## src/rtl/sram_rr_scheduler_if.sv

```systemverilog
// Request FIFO heads, read-return ports and SRAM command bus of the round-robin scheduler.
// The scheduler takes the master modport; its environment (FIFOs and SRAM) takes the slave modport.
interface sram_rr_scheduler_if;
  logic        w0_valid;
  logic [53:0] w0_req;
  logic        w0_pop;
  logic        w1_valid;
  logic [53:0] w1_req;
  logic        w1_pop;
  logic        r0_valid;
  logic [17:0] r0_addr;
  logic        r0_pop;
  logic        r1_valid;
  logic [17:0] r1_addr;
  logic        r1_pop;
  logic        r0_dout_valid;
  logic [31:0] r0_dout;
  logic        r0_credit_ret;
  logic        r1_dout_valid;
  logic [31:0] r1_dout;
  logic        r1_credit_ret;
  logic        sram_addr_valid;
  logic        sram_ready;
  logic [17:0] sram_addr;
  logic [31:0] sram_data_in;
  logic [3:0]  sram_write_mask;
  logic [31:0] sram_data_out;
  logic        sram_data_out_valid;
  logic        proto_err;

  modport master (
    input  w0_valid, w0_req, w1_valid, w1_req,
    input  r0_valid, r0_addr, r1_valid, r1_addr,
    input  r0_credit_ret, r1_credit_ret,
    input  sram_ready, sram_data_out, sram_data_out_valid,
    output w0_pop, w1_pop, r0_pop, r1_pop,
    output r0_dout_valid, r0_dout, r1_dout_valid, r1_dout,
    output sram_addr_valid, sram_addr, sram_data_in, sram_write_mask,
    output proto_err
  );

  modport slave (
    output w0_valid, w0_req, w1_valid, w1_req,
    output r0_valid, r0_addr, r1_valid, r1_addr,
    output r0_credit_ret, r1_credit_ret,
    output sram_ready, sram_data_out, sram_data_out_valid,
    input  w0_pop, w1_pop, r0_pop, r1_pop,
    input  r0_dout_valid, r0_dout, r1_dout_valid, r1_dout,
    input  sram_addr_valid, sram_addr, sram_data_in, sram_write_mask,
    input  proto_err
  );
endinterface

```

## src/rtl/sram_rr_scheduler.sv

```systemverilog
// Round-robin scheduler sharing one SRAM port among two write and two read requesters,
// with credit-gated reads and an in-order tag queue that steers returning read data.
module sram_rr_scheduler #(
  parameter int CREDITS   = 8,
  parameter int CW        = 4,
  parameter int TAG_DEPTH = 4
) (
  input logic                 sram_clock,
  input logic                 reset_n,
  sram_rr_scheduler_if.master bus
);
  typedef enum logic [1:0] {REQ_W0 = 2'd0, REQ_W1 = 2'd1, REQ_R0 = 2'd2, REQ_R1 = 2'd3} req_e;

  localparam int TAG_AW = (TAG_DEPTH > 1) ? $clog2(TAG_DEPTH) : 1;
  localparam int TAG_CW = $clog2(TAG_DEPTH + 1);

  req_e                 r_rrPtr;
  req_e                 r_holdGrant;
  logic                 r_holdActive;
  logic [CW-1:0]        r_credit0;
  logic [CW-1:0]        r_credit1;
  logic [TAG_DEPTH-1:0] r_tagMem;
  logic [TAG_AW-1:0]    r_tagRd;
  logic [TAG_AW-1:0]    r_tagWr;
  logic [TAG_CW-1:0]    r_tagCount;
  logic                 r_r0DoutValid;
  logic                 r_r1DoutValid;
  logic [31:0]          r_rdData;
  logic                 r_protoErr;

  logic [3:0]  w_elig;
  logic        w_tagRoom;
  logic        w_anyElig;
  req_e        w_arbWinner;
  req_e        w_grant;
  logic        w_cmdValid;
  logic        w_accept;
  logic        w_isRead;
  logic        w_dec0;
  logic        w_dec1;
  logic        w_tagPush;
  logic        w_tagPop;
  logic        w_strayData;
  logic        w_maskZeroWrite;
  logic        w_credOvf0;
  logic        w_credOvf1;
  logic [17:0] w_cmdAddr;
  logic [31:0] w_cmdData;
  logic [3:0]  w_cmdMask;

  function automatic logic [TAG_AW-1:0] tagNext(input logic [TAG_AW-1:0] p);
    return (p == TAG_AW'(TAG_DEPTH - 1)) ? '0 : p + 1'b1;
  endfunction

  assign w_tagRoom = (r_tagCount < TAG_CW'(TAG_DEPTH));
  assign w_elig = {bus.r1_valid && (r_credit1 != '0) && w_tagRoom,
                   bus.r0_valid && (r_credit0 != '0) && w_tagRoom,
                   bus.w1_valid,
                   bus.w0_valid};

  // Scan from farthest to nearest so the requester closest after the pointer wins.
  always_comb begin
    w_arbWinner = r_rrPtr;
    w_anyElig   = 1'b0;
    for (int i = 4; i >= 1; i--) begin
      if (w_elig[2'(int'(r_rrPtr) + i)]) begin
        w_arbWinner = req_e'(2'(int'(r_rrPtr) + i));
        w_anyElig   = 1'b1;
      end
    end
  end

  assign w_grant    = r_holdActive ? r_holdGrant : w_arbWinner;
  assign w_cmdValid = reset_n && (r_holdActive || w_anyElig);
  assign w_accept   = w_cmdValid && bus.sram_ready;
  assign w_isRead   = (w_grant == REQ_R0) || (w_grant == REQ_R1);

  always_comb begin
    w_cmdAddr = '0;
    w_cmdData = '0;
    w_cmdMask = '0;
    if (w_cmdValid) begin
      case (w_grant)
        REQ_W0: {w_cmdMask, w_cmdAddr, w_cmdData} = bus.w0_req;
        REQ_W1: {w_cmdMask, w_cmdAddr, w_cmdData} = bus.w1_req;
        REQ_R0: w_cmdAddr = bus.r0_addr;
        REQ_R1: w_cmdAddr = bus.r1_addr;
        default: w_cmdAddr = '0;
      endcase
    end
  end

  assign bus.sram_addr_valid = w_cmdValid;
  assign bus.sram_addr       = w_cmdAddr;
  assign bus.sram_data_in    = w_cmdData;
  assign bus.sram_write_mask = w_cmdMask;
  assign bus.w0_pop          = w_accept && (w_grant == REQ_W0);
  assign bus.w1_pop          = w_accept && (w_grant == REQ_W1);
  assign bus.r0_pop          = w_accept && (w_grant == REQ_R0);
  assign bus.r1_pop          = w_accept && (w_grant == REQ_R1);

  assign w_dec0          = w_accept && (w_grant == REQ_R0);
  assign w_dec1          = w_accept && (w_grant == REQ_R1);
  assign w_tagPush       = w_accept && w_isRead;
  assign w_tagPop        = bus.sram_data_out_valid && (r_tagCount != '0);
  assign w_strayData     = bus.sram_data_out_valid && (r_tagCount == '0);
  assign w_maskZeroWrite = w_accept && !w_isRead && (w_cmdMask == 4'b0000);
  assign w_credOvf0      = bus.r0_credit_ret && !w_dec0 && (r_credit0 == CW'(CREDITS));
  assign w_credOvf1      = bus.r1_credit_ret && !w_dec1 && (r_credit1 == CW'(CREDITS));

  // A stalled grant is frozen until the SRAM takes it; the pointer moves only on acceptance.
  always_ff @(posedge sram_clock or negedge reset_n) begin
    if (!reset_n) begin
      r_rrPtr      <= REQ_R1;
      r_holdGrant  <= REQ_W0;
      r_holdActive <= 1'b0;
    end else if (w_accept) begin
      r_rrPtr      <= w_grant;
      r_holdActive <= 1'b0;
    end else if (w_cmdValid) begin
      r_holdGrant  <= w_grant;
      r_holdActive <= 1'b1;
    end
  end

  always_ff @(posedge sram_clock or negedge reset_n) begin
    if (!reset_n) begin
      r_credit0 <= CW'(CREDITS);
      r_credit1 <= CW'(CREDITS);
    end else begin
      if (w_dec0 && !bus.r0_credit_ret) r_credit0 <= r_credit0 - 1'b1;
      else if (bus.r0_credit_ret && !w_dec0 && !w_credOvf0) r_credit0 <= r_credit0 + 1'b1;
      if (w_dec1 && !bus.r1_credit_ret) r_credit1 <= r_credit1 - 1'b1;
      else if (bus.r1_credit_ret && !w_dec1 && !w_credOvf1) r_credit1 <= r_credit1 + 1'b1;
    end
  end

  // Tag queue remembers which read port each outstanding read belongs to, in issue order.
  always_ff @(posedge sram_clock or negedge reset_n) begin
    if (!reset_n) begin
      r_tagMem   <= '0;
      r_tagRd    <= '0;
      r_tagWr    <= '0;
      r_tagCount <= '0;
    end else begin
      if (w_tagPush) begin
        r_tagMem[r_tagWr] <= (w_grant == REQ_R1);
        r_tagWr           <= tagNext(r_tagWr);
      end
      if (w_tagPop) r_tagRd <= tagNext(r_tagRd);
      if (w_tagPush && !w_tagPop) r_tagCount <= r_tagCount + 1'b1;
      else if (w_tagPop && !w_tagPush) r_tagCount <= r_tagCount - 1'b1;
    end
  end

  always_ff @(posedge sram_clock or negedge reset_n) begin
    if (!reset_n) begin
      r_r0DoutValid <= 1'b0;
      r_r1DoutValid <= 1'b0;
      r_rdData      <= '0;
      r_protoErr    <= 1'b0;
    end else begin
      r_r0DoutValid <= w_tagPop && !r_tagMem[r_tagRd];
      r_r1DoutValid <= w_tagPop && r_tagMem[r_tagRd];
      if (w_tagPop) r_rdData <= bus.sram_data_out;
      if (w_strayData || w_maskZeroWrite || w_credOvf0 || w_credOvf1) r_protoErr <= 1'b1;
    end
  end

  assign bus.r0_dout_valid = r_r0DoutValid;
  assign bus.r1_dout_valid = r_r1DoutValid;
  assign bus.r0_dout       = r_rdData;
  assign bus.r1_dout       = r_rdData;
  assign bus.proto_err     = r_protoErr;
endmodule
```

## src/flat_wrapper.sv

```systemverilog
// flat-port wrapper written by rule: the top's interface ports become plain ports
module sram_rr_scheduler_flat 
#(
  parameter int CREDITS   = 8,
  parameter int CW        = 4,
  parameter int TAG_DEPTH = 4
)
  (sram_clock, reset_n, bus_w0_valid, bus_w0_req, bus_w1_valid, bus_w1_req, bus_r0_valid, bus_r0_addr, bus_r1_valid, bus_r1_addr, bus_r0_credit_ret, bus_r1_credit_ret, bus_sram_ready, bus_sram_data_out, bus_sram_data_out_valid, bus_w0_pop, bus_w1_pop, bus_r0_pop, bus_r1_pop, bus_r0_dout_valid, bus_r0_dout, bus_r1_dout_valid, bus_r1_dout, bus_sram_addr_valid, bus_sram_addr, bus_sram_data_in, bus_sram_write_mask, bus_proto_err);
  sram_rr_scheduler_if bus_i ();
  input logic sram_clock;
  input logic reset_n;
  input wire logic [$bits(bus_i.w0_valid)-1:0] bus_w0_valid;
  input wire logic [$bits(bus_i.w0_req)-1:0] bus_w0_req;
  input wire logic [$bits(bus_i.w1_valid)-1:0] bus_w1_valid;
  input wire logic [$bits(bus_i.w1_req)-1:0] bus_w1_req;
  input wire logic [$bits(bus_i.r0_valid)-1:0] bus_r0_valid;
  input wire logic [$bits(bus_i.r0_addr)-1:0] bus_r0_addr;
  input wire logic [$bits(bus_i.r1_valid)-1:0] bus_r1_valid;
  input wire logic [$bits(bus_i.r1_addr)-1:0] bus_r1_addr;
  input wire logic [$bits(bus_i.r0_credit_ret)-1:0] bus_r0_credit_ret;
  input wire logic [$bits(bus_i.r1_credit_ret)-1:0] bus_r1_credit_ret;
  input wire logic [$bits(bus_i.sram_ready)-1:0] bus_sram_ready;
  input wire logic [$bits(bus_i.sram_data_out)-1:0] bus_sram_data_out;
  input wire logic [$bits(bus_i.sram_data_out_valid)-1:0] bus_sram_data_out_valid;
  output wire logic [$bits(bus_i.w0_pop)-1:0] bus_w0_pop;
  output wire logic [$bits(bus_i.w1_pop)-1:0] bus_w1_pop;
  output wire logic [$bits(bus_i.r0_pop)-1:0] bus_r0_pop;
  output wire logic [$bits(bus_i.r1_pop)-1:0] bus_r1_pop;
  output wire logic [$bits(bus_i.r0_dout_valid)-1:0] bus_r0_dout_valid;
  output wire logic [$bits(bus_i.r0_dout)-1:0] bus_r0_dout;
  output wire logic [$bits(bus_i.r1_dout_valid)-1:0] bus_r1_dout_valid;
  output wire logic [$bits(bus_i.r1_dout)-1:0] bus_r1_dout;
  output wire logic [$bits(bus_i.sram_addr_valid)-1:0] bus_sram_addr_valid;
  output wire logic [$bits(bus_i.sram_addr)-1:0] bus_sram_addr;
  output wire logic [$bits(bus_i.sram_data_in)-1:0] bus_sram_data_in;
  output wire logic [$bits(bus_i.sram_write_mask)-1:0] bus_sram_write_mask;
  output wire logic [$bits(bus_i.proto_err)-1:0] bus_proto_err;
  assign bus_i.w0_valid = bus_w0_valid;
  assign bus_i.w0_req = bus_w0_req;
  assign bus_i.w1_valid = bus_w1_valid;
  assign bus_i.w1_req = bus_w1_req;
  assign bus_i.r0_valid = bus_r0_valid;
  assign bus_i.r0_addr = bus_r0_addr;
  assign bus_i.r1_valid = bus_r1_valid;
  assign bus_i.r1_addr = bus_r1_addr;
  assign bus_i.r0_credit_ret = bus_r0_credit_ret;
  assign bus_i.r1_credit_ret = bus_r1_credit_ret;
  assign bus_i.sram_ready = bus_sram_ready;
  assign bus_i.sram_data_out = bus_sram_data_out;
  assign bus_i.sram_data_out_valid = bus_sram_data_out_valid;
  assign bus_w0_pop = bus_i.w0_pop;
  assign bus_w1_pop = bus_i.w1_pop;
  assign bus_r0_pop = bus_i.r0_pop;
  assign bus_r1_pop = bus_i.r1_pop;
  assign bus_r0_dout_valid = bus_i.r0_dout_valid;
  assign bus_r0_dout = bus_i.r0_dout;
  assign bus_r1_dout_valid = bus_i.r1_dout_valid;
  assign bus_r1_dout = bus_i.r1_dout;
  assign bus_sram_addr_valid = bus_i.sram_addr_valid;
  assign bus_sram_addr = bus_i.sram_addr;
  assign bus_sram_data_in = bus_i.sram_data_in;
  assign bus_sram_write_mask = bus_i.sram_write_mask;
  assign bus_proto_err = bus_i.proto_err;
  sram_rr_scheduler #(.CREDITS(CREDITS), .CW(CW), .TAG_DEPTH(TAG_DEPTH)) u_core (.sram_clock(sram_clock), .reset_n(reset_n), .bus(bus_i));
endmodule
```

## config.mk

```make
export PLATFORM = sky130hd
export DESIGN_NAME = sram_rr_scheduler_flat
export DESIGN_NICKNAME = d
export VERILOG_FILES = /design/src/rtl/sram_rr_scheduler_if.sv /design/src/rtl/sram_rr_scheduler.sv /design/src/flat_wrapper.sv
export SDC_FILE = /design/constraint.sdc
export NUM_CORES = 1
export LEC_CHECK = 0
export CORE_AREA = 2 2 123 125
export DETAILED_ROUTE_END_ITERATION = 8
export DIE_AREA = 0 0 125 127
export PLACE_DENSITY = 0.71
export SLEW_MARGIN = 20
export SYNTH_ARGS = -nofsm -noshare
export SYNTH_HDL_FRONTEND = slang
export SYNTH_SLANG_ARGS = --single-unit
```

## constraint.sdc

```tcl
create_clock -name sram_clock -period 4.05 [get_ports sram_clock]
set_input_delay 0.81 -clock sram_clock [delete_from_list [all_inputs] [get_ports sram_clock]]
set_output_delay 0.81 -clock sram_clock [all_outputs]
set_load 0.005 [all_outputs]
```

After elaboration in Yosys (flattened, before gate mapping)
Index checks and enable logic that the tools add are counted.
{"block": "totals", "ff_bits": 59, "in_bits": 186, "output_inout_bits": 126, "wordCells": 137}
{"block": "op_classes", "add_sub_neg": 12, "order_cmp": 8, "n_eq_ne": 7, "muxes": 42, "bitwise": 1, "reduce_logical": 54}
{"operator": "18-bit case mux with 4 select lines", "count": 1}
{"operator": "32-bit case mux with 2 select lines", "count": 1}
{"operator": "32-bit two-way mux", "count": 1}
{"operator": "1-bit logical AND", "count": 28}
{"operator": "4-bit two-way mux", "count": 5}
{"operator": "18-bit two-way mux", "count": 1}
{"operator": "2-bit by 4-bit < comparator with 1-bit output, second input constant", "count": 4}
{"operator": "1-bit two-way mux", "count": 16}
{"operator": "2-bit two-way mux", "count": 7}
{"operator": "1-bit binary-select mux with 2-bit select", "count": 5}
{"operator": "1-bit logical NOT", "count": 10}
{"operator": "2-bit by 1-bit adder with 2-bit output, second input constant", "count": 4}
{"operator": "4-bit by 1-bit adder with 4-bit output, second input constant", "count": 2}
{"operator": "2-bit == test, second input constant", "count": 4}
{"operator": "4-bit == test, second input constant", "count": 2}
{"operator": "4-bit case mux with 2 select lines", "count": 1}
{"operator": "2-bit nonzero test", "count": 4}
{"operator": "4-bit nonzero test", "count": 2}
{"operator": "4-bit by 1-bit subtractor with 4-bit output, second input constant", "count": 2}
{"operator": "2-bit by 3-bit < comparator with 1-bit output, second input constant", "count": 2}
{"operator": "3-bit two-way mux", "count": 2}
{"operator": "1-bit logical OR", "count": 5}
{"operator": "2-bit adder, second input constant", "count": 2}
{"operator": "4-bit bitwise mux", "count": 1}
{"operator": "other kinds (12)", "count": 12}

Depth between registers and ports, before layout
Gate-level depths: netlist (run 1).
{"block": "depth", "ltp_word": 21, "mapped_depth": 15, "depth_no_buf": 12}

Worst setup path before layout (run 1)
OpenSTA, ideal clock, no wires.
{"block": "synth_timing", "path_type": "input-to-reg", "start": "in bus_r0_valid", "end": "reg u_core.r_credit1[3]", "setup_ps": 93, "arrival_time_ps": 3432, "t_required_ps": 3957, "slack_ps": 524, "cell_stages": 13, "path_buffers": 1, "path_cell_list": "nor2b_1 > a221oi_1 > o32a_1 > or2_2 > buf_6 > or3_1 > inv_1 > ha_1 > a21o_1 > a21oi_1 > a21oi_1 > a221oi_1 > a311oi_1"}
{"block": "synth_between", "elab_chain_len": 19, "word_cells_on_any_way": 36, "classes_between": "eq/ne: 1; mux: 22; reduce/logical: 13"}
{"item": "from (decl)", "line_no": "flat_wrapper.sv:16", "rtl": "input wire logic [$bits(bus_i.r0_valid)-1:0] bus_r0_valid;"}
{"item": "1-bit logical AND * (2 in series)", "line_no": "sram_rr_scheduler.sv:57", "rtl": "bus.r0_valid && (r_credit0 != '0) && w_tagRoom,"}
{"item": "branches (longest 10 deep; another with 1-bit binary-select mux with 2-bit select)"}
{"item": "1-bit logical AND *", "line_no": "sram_rr_scheduler.sv:103", "rtl": "assign w_dec1 = w_accept && (w_grant == REQ_R1);"}
{"item": "1-bit logical NOT", "line_no": "sram_rr_scheduler.sv:109, sram_rr_scheduler.sv:134"}
{"item": "1-bit logical AND", "line_no": "sram_rr_scheduler.sv:109, sram_rr_scheduler.sv:134"}
{"item": "1-bit logical AND", "line_no": "sram_rr_scheduler.sv:109", "rtl": "assign w_credOvf1 = bus.r1_credit_ret && !w_dec1 && (r_credit1 == CW'(CREDITS));"}
{"item": "1-bit logical NOT", "line_no": "sram_rr_scheduler.sv:134", "rtl": "else if (bus.r1_credit_ret && !w_dec1 && !w_credOvf1) r_credit1 <= r_credit1 + 1'b1;"}
{"item": "1-bit logical AND", "line_no": "sram_rr_scheduler.sv:134"}
{"item": "2-bit nonzero test (no line)"}
{"item": "to (signal assigned)", "line_no": "sram_rr_scheduler.sv:129", "rtl": "r_credit1 <= CW'(CREDITS);"}
{"item": "to (signal assigned)", "line_no": "sram_rr_scheduler.sv:133", "rtl": "if (w_dec1 && !bus.r1_credit_ret) r_credit1 <= r_credit1 - 1'b1;"}
{"item": "to (signal assigned)", "line_no": "sram_rr_scheduler.sv:134"}
{"item": "to (decl)", "line_no": "sram_rr_scheduler.sv:21", "rtl": "logic [CW-1:0] r_credit1;"}
Mark *: on every way between the ends. The select of a mux whose other input is x is not followed.
A chain may end at the register's enable or synchronous reset.

Final worst setup path (run 1)
{"block": "layout_timing", "start": "reg u_core.r_credit0[1]", "end": "out bus_sram_data_in[18]"}
{"block": "layout_between", "elab_chain_len": 14, "word_cells_on_any_way": 30, "classes_between": "eq/ne: 1; mux: 23; reduce/logical: 6"}
{"item": "from (decl)", "line_no": "sram_rr_scheduler.sv:20", "rtl": "logic [CW-1:0] r_credit0;"}
{"item": "from (signal assigned)", "line_no": "sram_rr_scheduler.sv:128", "rtl": "r_credit0 <= CW'(CREDITS);"}
{"item": "from (signal assigned)", "line_no": "sram_rr_scheduler.sv:131", "rtl": "if (w_dec0 && !bus.r0_credit_ret) r_credit0 <= r_credit0 - 1'b1;"}
{"item": "from (signal assigned)", "line_no": "sram_rr_scheduler.sv:132", "rtl": "else if (bus.r0_credit_ret && !w_dec0 && !w_credOvf0) r_credit0 <= r_credit0 + 1'b1;"}
{"item": "4-bit nonzero test *", "line_no": "sram_rr_scheduler.sv:57"}
{"item": "1-bit logical AND * (2 in series)", "line_no": "sram_rr_scheduler.sv:57"}
{"item": "1-bit binary-select mux with 2-bit select", "line_no": "sram_rr_scheduler.sv:66", "rtl": "if (w_elig[2'(int'(r_rrPtr) + i)]) begin"}
{"item": "1-bit two-way mux (implied by the code) (2 in series)", "line_no": "sram_rr_scheduler.sv:66"}
{"item": "2-bit two-way mux (4 in series)", "line_no": "sram_rr_scheduler.sv:66"}
{"item": "2-bit two-way mux", "line_no": "sram_rr_scheduler.sv:73", "rtl": "assign w_grant = r_holdActive ? r_holdGrant : w_arbWinner;"}
{"item": "2-bit by 1-bit == test with 1-bit output or 2-bit logical NOT (tied branches)", "line_no": "sram_rr_scheduler.sv:83", "rtl": "case (w_grant)"}
{"item": "32-bit case mux with 2 select lines", "line_no": "sram_rr_scheduler.sv:83"}
{"item": "32-bit two-way mux *", "line_no": "sram_rr_scheduler.sv:82", "rtl": "if (w_cmdValid) begin"}
{"item": "to (decl)", "line_no": "flat_wrapper.sv:35", "rtl": "output wire logic [$bits(bus_i.sram_data_in)-1:0] bus_sram_data_in;"}
Every way passes the cells marked *; elsewhere a longest branch is shown, timed or not. The select of a mux whose other input is x is not followed.

==> impl_metrics.yaml, run 1 <==
clocking:
  cts_tree: "done"
  clkTransAtPathRegs_ns: 0.05
  worst_skew_pair.late_latency_ns: 0.32
  cts_inserted_buffers: 9
  htree_num_levels: 3
  clk_path_buf_depth: 2
  cts_root_buf: "clkbuf_16"
  clkSinkCount: 59
worst_hold_path:
  min_from: "u_core.r_tagMem[1]"
  holdPathStages: 2
  min_to: "u_core.r_tagMem[1]"
  min_path_type: "register to register"
critical_path:
  crit_path_top_delay_cell: "or4_4"
  end_kind: "output pin"
  cp.required_ns: 3.24
  crit_path_start_kind: "register"
  rr_worst_depth: 15
  crit_chain: "or4_4, a221oi_4, a21oi_1, buf_4, o32ai_4, buf_12, buf_12, a22oi_1, nor2_1, clkdlybuf4s50_1"
  crit_type: "register to output pin"
  slowest_delay_ns: 0.63
  arrival_ns: 3.31
  reg2reg_from: "u_core.r_credit1[1]"
  reg2reg_slack_ns: 0.38
  r2r_end: "u_core.r_credit0[3]"
  crit_path_frequent_cell: "buf_12"
  cp_max_fo: 9
run_status:
  outcome: "finished, violations left"
  violations: "negative setup slack"
yosys:
  synth_top_area_cell: "dfrtp_1"
  synth_edf_count: 0
  synth_cell_types: 55
  ys_seq_elements: 59
  yosys-top-cells-area: "dfrtp_1 (33%), mux2_2 (9.8%), a22oi_1 (6.3%), buf_4 (5.8%), nor2_1 (3.8%)"
  syn-instance-count: 449
  yosys_warnings: 0
  syn-cell-area_sq_mm: 0.00415
  yosys-top-cells-count: "dfrtp_1 (55), nor2_1 (42), mux2_2 (36)"
  syn_area_per_cell_sq_um: 9.25
  syn_nets: 648
  synth_top_area_share_pct: 33.2
  synth-seq-area-share_pct: 35.7
  synth_ff_type: "dfrtp_1"
  synth.most_common_cell: "dfrtp_1"
  synthArstFlopShare_pct: 100
pwr:
  power.total_uw: 4730
  peakVddDrop_mv: 0.208
  p_leak_uw: 0.00389
  p_per_area_mw_per_mm2: 574
global_routing:
  antenna_found_initial: 2
  grt-ovfl-total: 0
  grt_max_degree: 59
  grt_pass1_vias: 4819
  grt_pass1_wl_microns: 26000
  grt_usage_pct: 20.6
route:
  drtIter0Drc: 179
  final_antenna_net_count: 0
  routed_wl_microns: 17600
  route.detailed.drc: 0
  firstDrtPassIters: 5
  vias: 4774
  vias_per_cell: 5.02
  routedWlPerCell_microns: 18.5
sta:
  final-hold-violation-count: 0
  max_freq_mhz: 243
  worst_pin_slew_ns: 0.739
  finalClockSkew_ns: 0.00742
  fin_crit_ns: 4.12
  timing.final.max_slew_violations: 0
  max_slew_margin_pct: 50.8
  setup_viol: 1
  fin_ws_ns: -0.0697
  fin_crit_sh_pct: 102
  rsz0062_at_grt: "yes"
  finalSetupTns_ns: -0.0697
floorplan:
  die_area_sq_mm: 0.0159
  die_h_microns: 127
  num_rows: 44
  die_w_microns: 125
  io_pins: 312
  core_sq_mm: 0.0144
  initial_core_util_pct: 28.8
cells_and_area:
  num-nets-final: 958
  drive_gt1_share_pct: 18.1
  fillers: 1245
  syn2layout_area_growth_pct: 98.5
place:
  post-dp-hpwl_microns: 13800
  place_congestion: 0.950
  portBuffers: 311
run:
  maxCapViolations: 0
## power by group
| group | internal [uW] | leakage [uW] | switching [uW] | total [uW] |
|---|---|---|---|---|
| clock | 598 | 0.000165 | 257 | 855 |
| combinational | 1640 | 0.00303 | 1170 | 2810 |
| sequential | 827 | 0.000692 | 239 | 1070 |
## how the worst max path moves through the flow
| stage | start | slack, ns | end | cells after the start |
|---|---|---|---|---|
| 2_1_floorplan | bus_r0_valid | 0.52 | u_core.r_credit1[3] | 13 |
| 3_3_place_gp | bus_r1_valid | -0.23 | bus_sram_addr[10] | 11 |
| 3_5_place_dp | bus_r0_valid | -0.22 | bus_sram_addr[10] | 10 |
| 4_1_cts | u_core.r_credit1[1] | -0.14 | bus_sram_data_in[21] | 9 |
| 5_1_grt | u_core.r_credit0[1] | -0.23 | bus_sram_data_in[18] | 10 |
| 6_report | u_core.r_credit0[1] | -0.07 | bus_sram_data_in[18] | 10 |
## final cells by class
class / count / area (sq um) / share of cell area (%)
Inverter: 13 / 48.8 / 0.592
Timing Repair Buffer: 361 / 3700 / 44.9
Antenna cell: 3 / 7.51 / 0.0911
Sequential cell: 59 / 1480 / 18.0
Clock buffer: 9 / 225 / 2.73
Multi-Input combinational cell: 315 / 2430 / 29.5
Tap cell: 184 / 230 / 2.79
Clock inverter: 7 / 116 / 1.41
## worst max-delay path: cells and delay by family, from the launching register on
kind,cells,cell delay (ns)
simple gates,2,0.74
buf+inv,4,0.94
flops,1,0.43
compound gates,4,0.87
## sequential cells by signal, summed over array words and instances (netlist names)
signal                    flops
u_core.bus.proto_err          1
u_core.bus.r0_dout           32
u_core.bus.r0_dout_valid      1
u_core.bus.r1_dout_valid      1
u_core.r_credit0              4
u_core.r_credit1              4
u_core.r_holdActive           1
u_core.r_holdGrant            2
u_core.r_rrPtr                2
u_core.r_tagCount             3
u_core.r_tagMem               4
u_core.r_tagRd                2
u_core.r_tagWr                2
## repair_timing
item                       CTS  global route
pin swaps                    5            12
gates cloned                 0             2
resized for setup           34            50
hold buffers                 0             0
setup endpoints to repair   58            43
buffers inserted             1             8
## stage by stage
stage | area (sq um) | utilization, % | instances | hold slack (ns) | setup slack, ns
floorplan | 4150 | - | 449 | 0.443 | 0.524
global placement | 7550 | 52.4 | 922 | 0.463 | -0.233
detailed placement | 7550 | 52.4 | 922 | 0.471 | -0.222
CTS | 7960 | 55.2 | 939 | 0.483 | -0.143
global route | 8240 | 57.1 | 950 | 0.506 | -0.225
finish | 8240 | 57.1 | 951 | 0.473 | -0.0697
## kinds of logic (layout without fill, tap and decap cells)
logic type	after synthesis	after routing	share of synthesized area (%)
mux	38	38	10.5
compound gates	132	132	23.1
fa+ha+maj	13	13	4.46
xor+xnor	5	5	1.06
other cells	0	3	0
simple gates	127	127	15.0
flops	59	59	35.7
buf+inv	75	390	10.1
## placed cells by master (no fill, tap or decap), drive strengths merged, types with 12 or more instances in the layout
| master | synthesis | final |
|---|---|---|
| clkbuf | 17 | 12 |
| dlymetal6s2s | 0 | 38 |
| mux2 | 36 | 36 |
| and2 | 22 | 22 |
| a211oi | 18 | 18 |
| o21ai | 16 | 16 |
| buf | 45 | 48 |
| nand2 | 19 | 19 |
| dlygate4sd2 | 0 | 19 |
| a22oi | 35 | 35 |
| inv | 12 | 12 |
| nor2 | 42 | 42 |
| clkdlybuf4s50 | 0 | 253 |
| dfrtp | 55 | 55 |
| nor3 | 21 | 21 |
| a21oi | 13 | 13 |
| o22ai | 19 | 19 |
## routing by layer
metal | global-route usage [%] | up-vias | wire length [microns]
li1 | - | 2249 | -
met1 | 23.1 | 2239 | 6510
met2 | 36.5 | 254 | 8980
met3 | 6.07 | 32 | 1460
met4 | 8.95 | 0 | 642
met5 | 0 | - | 0
Note: power is estimated with default switching activity, not from simulation.
==> run 2: changes to the inputs <==
SKIP_CTS_REPAIR_TIMING = 1   (was not set)
==> run 2 against run 1 <==
Against the previous run: the run now ends clean; core utilization grew 0.72 points; total power grew 0.75%; sequential cell count did not move; worst hold slack about the same; die area stayed put; register-to-register slack improved by 0.06 ns; via count down 1.2%; highest routed layer unchanged; combinational power rose by 1%; routed wire length fell by 0.32%; first-iteration DRC count decreased by 2.2%; sequential share of layout area is 0.22 points lower.
==> impl_metrics.yaml, run 2 (synthesis results as in run 1) <==
clocking:
  clkTransAtPathRegs_ns: 0.05
  cts_tree: "done"
  cts_inserted_buffers: 9
  htree_num_levels: 3
  cts_root_buf: "clkbuf_16"
  clk_path_buf_depth: 2
  clkSinkCount: 59
  worst_skew_pair.late_latency_ns: 0.32
sta:
  final-hold-violation-count: 0
  worst_pin_slew_ns: 0.736
  whs_ns: 0.473
  finalClockSkew_ns: 0.00812
  max_freq_mhz: 252
  timing.final.max_slew_violations: 0
  fin_crit_sh_pct: 97.8
  setup_viol: 0
  fin_crit_ns: 3.96
  finalSetupTns_ns: 0
  max_slew_margin_pct: 50.9
  rsz0062_at_grt: "yes"
global_routing:
  grt-ovfl-total: 0
  grt_usage_pct: 20.5
  antenna_found_initial: 2
  grt_use_met3_pct: 5.78
  grt_pass1_wl_microns: 25700
  met1_usage_pct: 23.1
  grt-busiest-layer: "met2"
  grt_pass1_vias: 4770
  grt_max_degree: 59
  use_met2_pct: 36.8
critical_path:
  cp_max_fo: 9
  crit_path_frequent_cell: "buf_4"
  cp.required_ns: 3.24
  crit_path_top_delay_cell: "clkdlybuf4s50_1"
  arrival_ns: 3.15
  crit_path_start_kind: "input pin"
  crit_type: "input pin to output pin"
  cp_num_buf_inv: 7
  end_kind: "output pin"
  cp_top_family: "buffers and inverters"
  slowest_delay_ns: 0.41
  crit_chain: "clkdlybuf4s50_1, nor2b_4, buf_4, a311oi_4, buf_4, o32ai_4, buf_12, buf_4, buf_12, a22oi_1, nor2_1, dlymetal6s2s_1"
route:
  routedWlPerCell_microns: 18.5
  vias: 4715
  firstDrtPassIters: 4
  vias_per_cell: 4.97
  route.detailed.drc: 0
  routed_wl_microns: 17500
  drtIter0Drc: 175
  final_antenna_net_count: 0
cells_and_area:
  drive_gt1_share_pct: 18.5
  syn2layout_area_growth_pct: 101
  num-nets-final: 956
  final_cell_mix: "clkdlybuf4s50_1 (252), dlymetal6s2s_1 (58), dfrtp_1 (55)"
  largest_reg_flops: 32
  final_common_cell: "clkdlybuf4s50_1"
place:
  place_congestion: 0.950
  post-dp-hpwl_microns: 13800
  portBuffers: 311
floorplan:
  die_area_sq_mm: 0.0159
  num_rows: 44
  initial_core_util_pct: 28.8
  die_h_microns: 127
  core_sq_mm: 0.0144
  die_w_microns: 125
  io_pins: 312
pwr:
  power.total_uw: 4770
  p_leak_uw: 0.00412
  peakVddDrop_mv: 0.231
  p_per_area_mw_per_mm2: 571
worst_hold_path:
  min_path_type: "register to register"
run_status:
  outcome: "finished clean"
run:
  maxCapViolations: 0
run 2: cell count changes in the layout (fill, tap and decap cells not counted), sizes merged:
cell	previous run	this run
dlymetal6s2s	38	58
clkdlybuf4s50	253	252
clkbuf	12	11
buf	48	47
dlygate4sd2	19	0
run 2: final timing paths:
kind                                      from                   end  slack (ns)  cells after the start
hold / removal              u_core.r_tagMem[1]    u_core.r_tagMem[1]        0.47                      2
min in group asynchronous              reset_n     u_core.r_rrPtr[0]        0.51                      1
setup reg to reg           u_core.r_credit1[1]   u_core.r_credit0[3]        0.44                     14
hold reg to reg             u_core.r_tagMem[1]    u_core.r_tagMem[1]        0.47                      2
setup / recovery                  bus_r0_valid  bus_sram_data_in[19]        0.09                     12
max in group asynchronous              reset_n   u_core.r_credit1[0]        2.79                      2
run 2: metal layers:
metal,routed length (microns),up-vias
met5,0,-
met4,537,0
met3,1450,25
met2,9010,250
met1,6540,2198
li1,-,2242
run 2: layout make-up:
class | count | area (sq um)
fill | 1224 | 6080
timing repair buffer | 359 | 3760
multi-input combinational | 315 | 2470
sequential | 59 | 1480
tap | 184 | 230
clock buffer | 9 | 225
clock inverter | 7 | 116
inverter | 13 | 48.8
antenna | 3 | 7.51
run 2: worst register-to-register path, cell delays in order, from the launching register on:
cell and delay [ns]:
dfrtp_1 0.44, or4_4 0.62, and2_1 0.19, a211o_4 0.39, o21a_1 0.22, buf_12 0.15, buf_4 0.15, or3_1 0.36
inv_1 0.09, ha_1 0.23, a21o_1 0.17, a21o_1 0.21, o31ai_1 0.08, o221ai_1 0.15, o21ai_1 0.10
run 2: metrics by stage:
stage	cells	area, sq um	worst slack, ns	util, %
2_1_floorplan	449	4150	0.524	-
3_3_place_gp	922	7550	-0.233	52.4
3_5_place_dp	922	7550	-0.222	52.4
4_1_cts	938	7890	-0.264	54.7
5_1_grt	948	8340	-0.00708	57.8
6_report	949	8350	0.0881	57.9
run 2: power by group:
part	internal [uW]	switching (uW)	leakage [uW]	total (uW)
sequential	827	234	0.000692	1060
combinational	1670	1180	0.00327	2850
clock	598	259	0.000165	857
==> run 3: changes to the inputs <==
clock period = 4.22 ns   (was 4.05 ns; I/O delays follow)
==> run 3 against run 2 <==
Against the previous run: the flow now finishes with violations (negative setup slack); routed wire length is 1.7% higher; first-iteration DRC count is 12% higher; global-route usage is 0.31 points higher; critical endpoint unchanged.
==> impl_metrics.yaml, run 3 (synthesis results as in run 1) <==
sta:
  max_slew_margin_pct: 50.3
  max_freq_mhz: 234
  fin_ws_ns: -0.0467
  setup_viol: 11
  fin_crit_sh_pct: 101
  rsz0062_at_grt: "yes"
  fin_crit_ns: 4.27
  finalClockSkew_ns: 0.00544
  timing.final.max_slew_violations: 0
  final-hold-violation-count: 0
  worst_pin_slew_ns: 0.745
  finalSetupTns_ns: -0.187
clocking:
  htree_num_levels: 3
  worst_skew_pair.late_latency_ns: 0.32
  clkTransAtPathRegs_ns: 0.05
  cts_inserted_buffers: 9
  clkSinkCount: 59
  clk_path_buf_depth: 2
  cts_root_buf: "clkbuf_16"
  cts_tree: "done"
place:
  place_congestion: 0.936
  placedCellCount: 917
  post-dp-hpwl_microns: 14000
  place_ws_ns: -0.220
  portBuffers: 311
critical_path:
  reg2reg_from: "u_core.r_credit1[1]"
  end_kind: "output pin"
  crit_type: "input pin to output pin"
  rr_worst_depth: 14
  crit_path_start_kind: "input pin"
  crit_path_start: "bus_r1_valid"
  cp.required_ns: 3.38
  cp_max_fo: 9
  r2r_end: "u_core.r_credit1[3]"
  arrival_ns: 3.42
  reg2reg_slack_ns: 0.43
cells_and_area:
  final_util_pct: 56.8
  largest_reg_flops: 32
  final_cell_mix: "clkdlybuf4s50_1 (266), dfrtp_1 (55), dlymetal6s2s_1 (44)"
  seqCellArea_sq_mm: 0.00148
  multi_input_area_sq_mm: 0.00241
  num-nets-final: 949
  syn2layout_area_growth_pct: 97.3
  final_common_cell: "clkdlybuf4s50_1"
  drive_gt1_share_pct: 17.0
  fillers: 1205
  final_cell_count_no_fill: 941
route:
  drt-met1-wl_microns: 6690
  top_layer_used: "met4"
  routedWlPerCell_microns: 19.0
  final_antenna_net_count: 0
  firstDrtPassIters: 4
  wl_met2_microns: 9020
  wl_met3_microns: 1510
  route.detailed.drc: 0
  vias_per_cell: 5.08
  vias: 4781
  routed_wl_microns: 17800
  drtIter0Drc: 196
global_routing:
  antenna_found_initial: 2
  grt_pass1_vias: 4880
  grt_max_degree: 60
  grt_usage_pct: 20.8
  grt_pass1_wl_microns: 26100
  grt-ovfl-total: 0
pwr:
  peakVddDrop_mv: 0.200
  power.total_uw: 4540
  p_leak_uw: 0.00386
  p_per_area_mw_per_mm2: 554
floorplan:
  die_area_sq_mm: 0.0159
  core_sq_mm: 0.0144
  die_h_microns: 127
  initial_core_util_pct: 28.8
  io_pins: 312
  num_rows: 44
  die_w_microns: 125
run:
  maxCapViolations: 0
worst_hold_path:
  min_from: "u_core.r_tagMem[1]"
  min_to: "u_core.r_tagMem[1]"
  min_path_type: "register to register"
  holdPathStages: 2
run_status:
  violations: "negative setup slack"
  outcome: "finished, violations left"
## run 3: cell count changes in the layout (fill, tap and decap cells not counted), sizes merged, moves of 2 or more
cell and change:
clkdlybuf4s50 +14, dlymetal6s2s -14, clkbuf +2, buf -8
## run 3: layer usage
layer / vias to the layer above / track usage, %
li1: 2233 / -
met1: 2255 / 22.9
met2: 264 / 37.8
met3: 29 / 5.90
met4: 0 / 8.50
met5: - / 0
## run 3: final cells by class
cell class | count | area share [%]
clock inverter | 6 | 1.08
multi-input combinational | 315 | 29.5
antenna | 2 | 0.0611
clock buffer | 10 | 2.92
sequential | 59 | 18.1
inverter | 13 | 0.596
timing repair buffer | 352 | 45.0
tap | 184 | 2.81
## run 3: report_power, final
group / total, uW / internal [uW] / switching (uW)
sequential: 1010 / 794 / 217
combinational: 2740 / 1610 / 1130
clock: 788 / 532 / 256
## run 3: worst max-delay path by stage
| stage | end | slack (ns) | cells after the start |
|---|---|---|---|
| after global routing | bus_sram_addr[8] | -0.15 | 11 |
| after global placement | bus_sram_addr[11] | -0.17 | 11 |
| after detailed placement | bus_sram_addr[11] | -0.22 | 11 |
| after CTS | bus_sram_addr[11] | -0.25 | 11 |
| after floorplan | u_core.r_credit1[3] | 0.66 | 13 |
| final | bus_sram_data_in[19] | -0.05 | 11 |
## run 3: stage by stage
step | hold WS, ns | cell area [sq um]
floorplan | 0.443 | 4150
global placement | 0.463 | 7500
detailed placement | 0.488 | 7500
CTS | 0.499 | 7830
global route | 0.521 | 8190
finish | 0.500 | 8190
## run 3: critical path, cell delays in order
cell and delay (ns):
clkdlybuf4s50_1 0.43, nor4bb_1 0.15, buf_4 0.15, a22o_1 0.23, a211o_4 0.32, o32ai_4 0.26, buf_12 0.16, buf_12 0.12
a22oi_1 0.11, nor2_1 0.12, clkdlybuf4s50_1 0.52
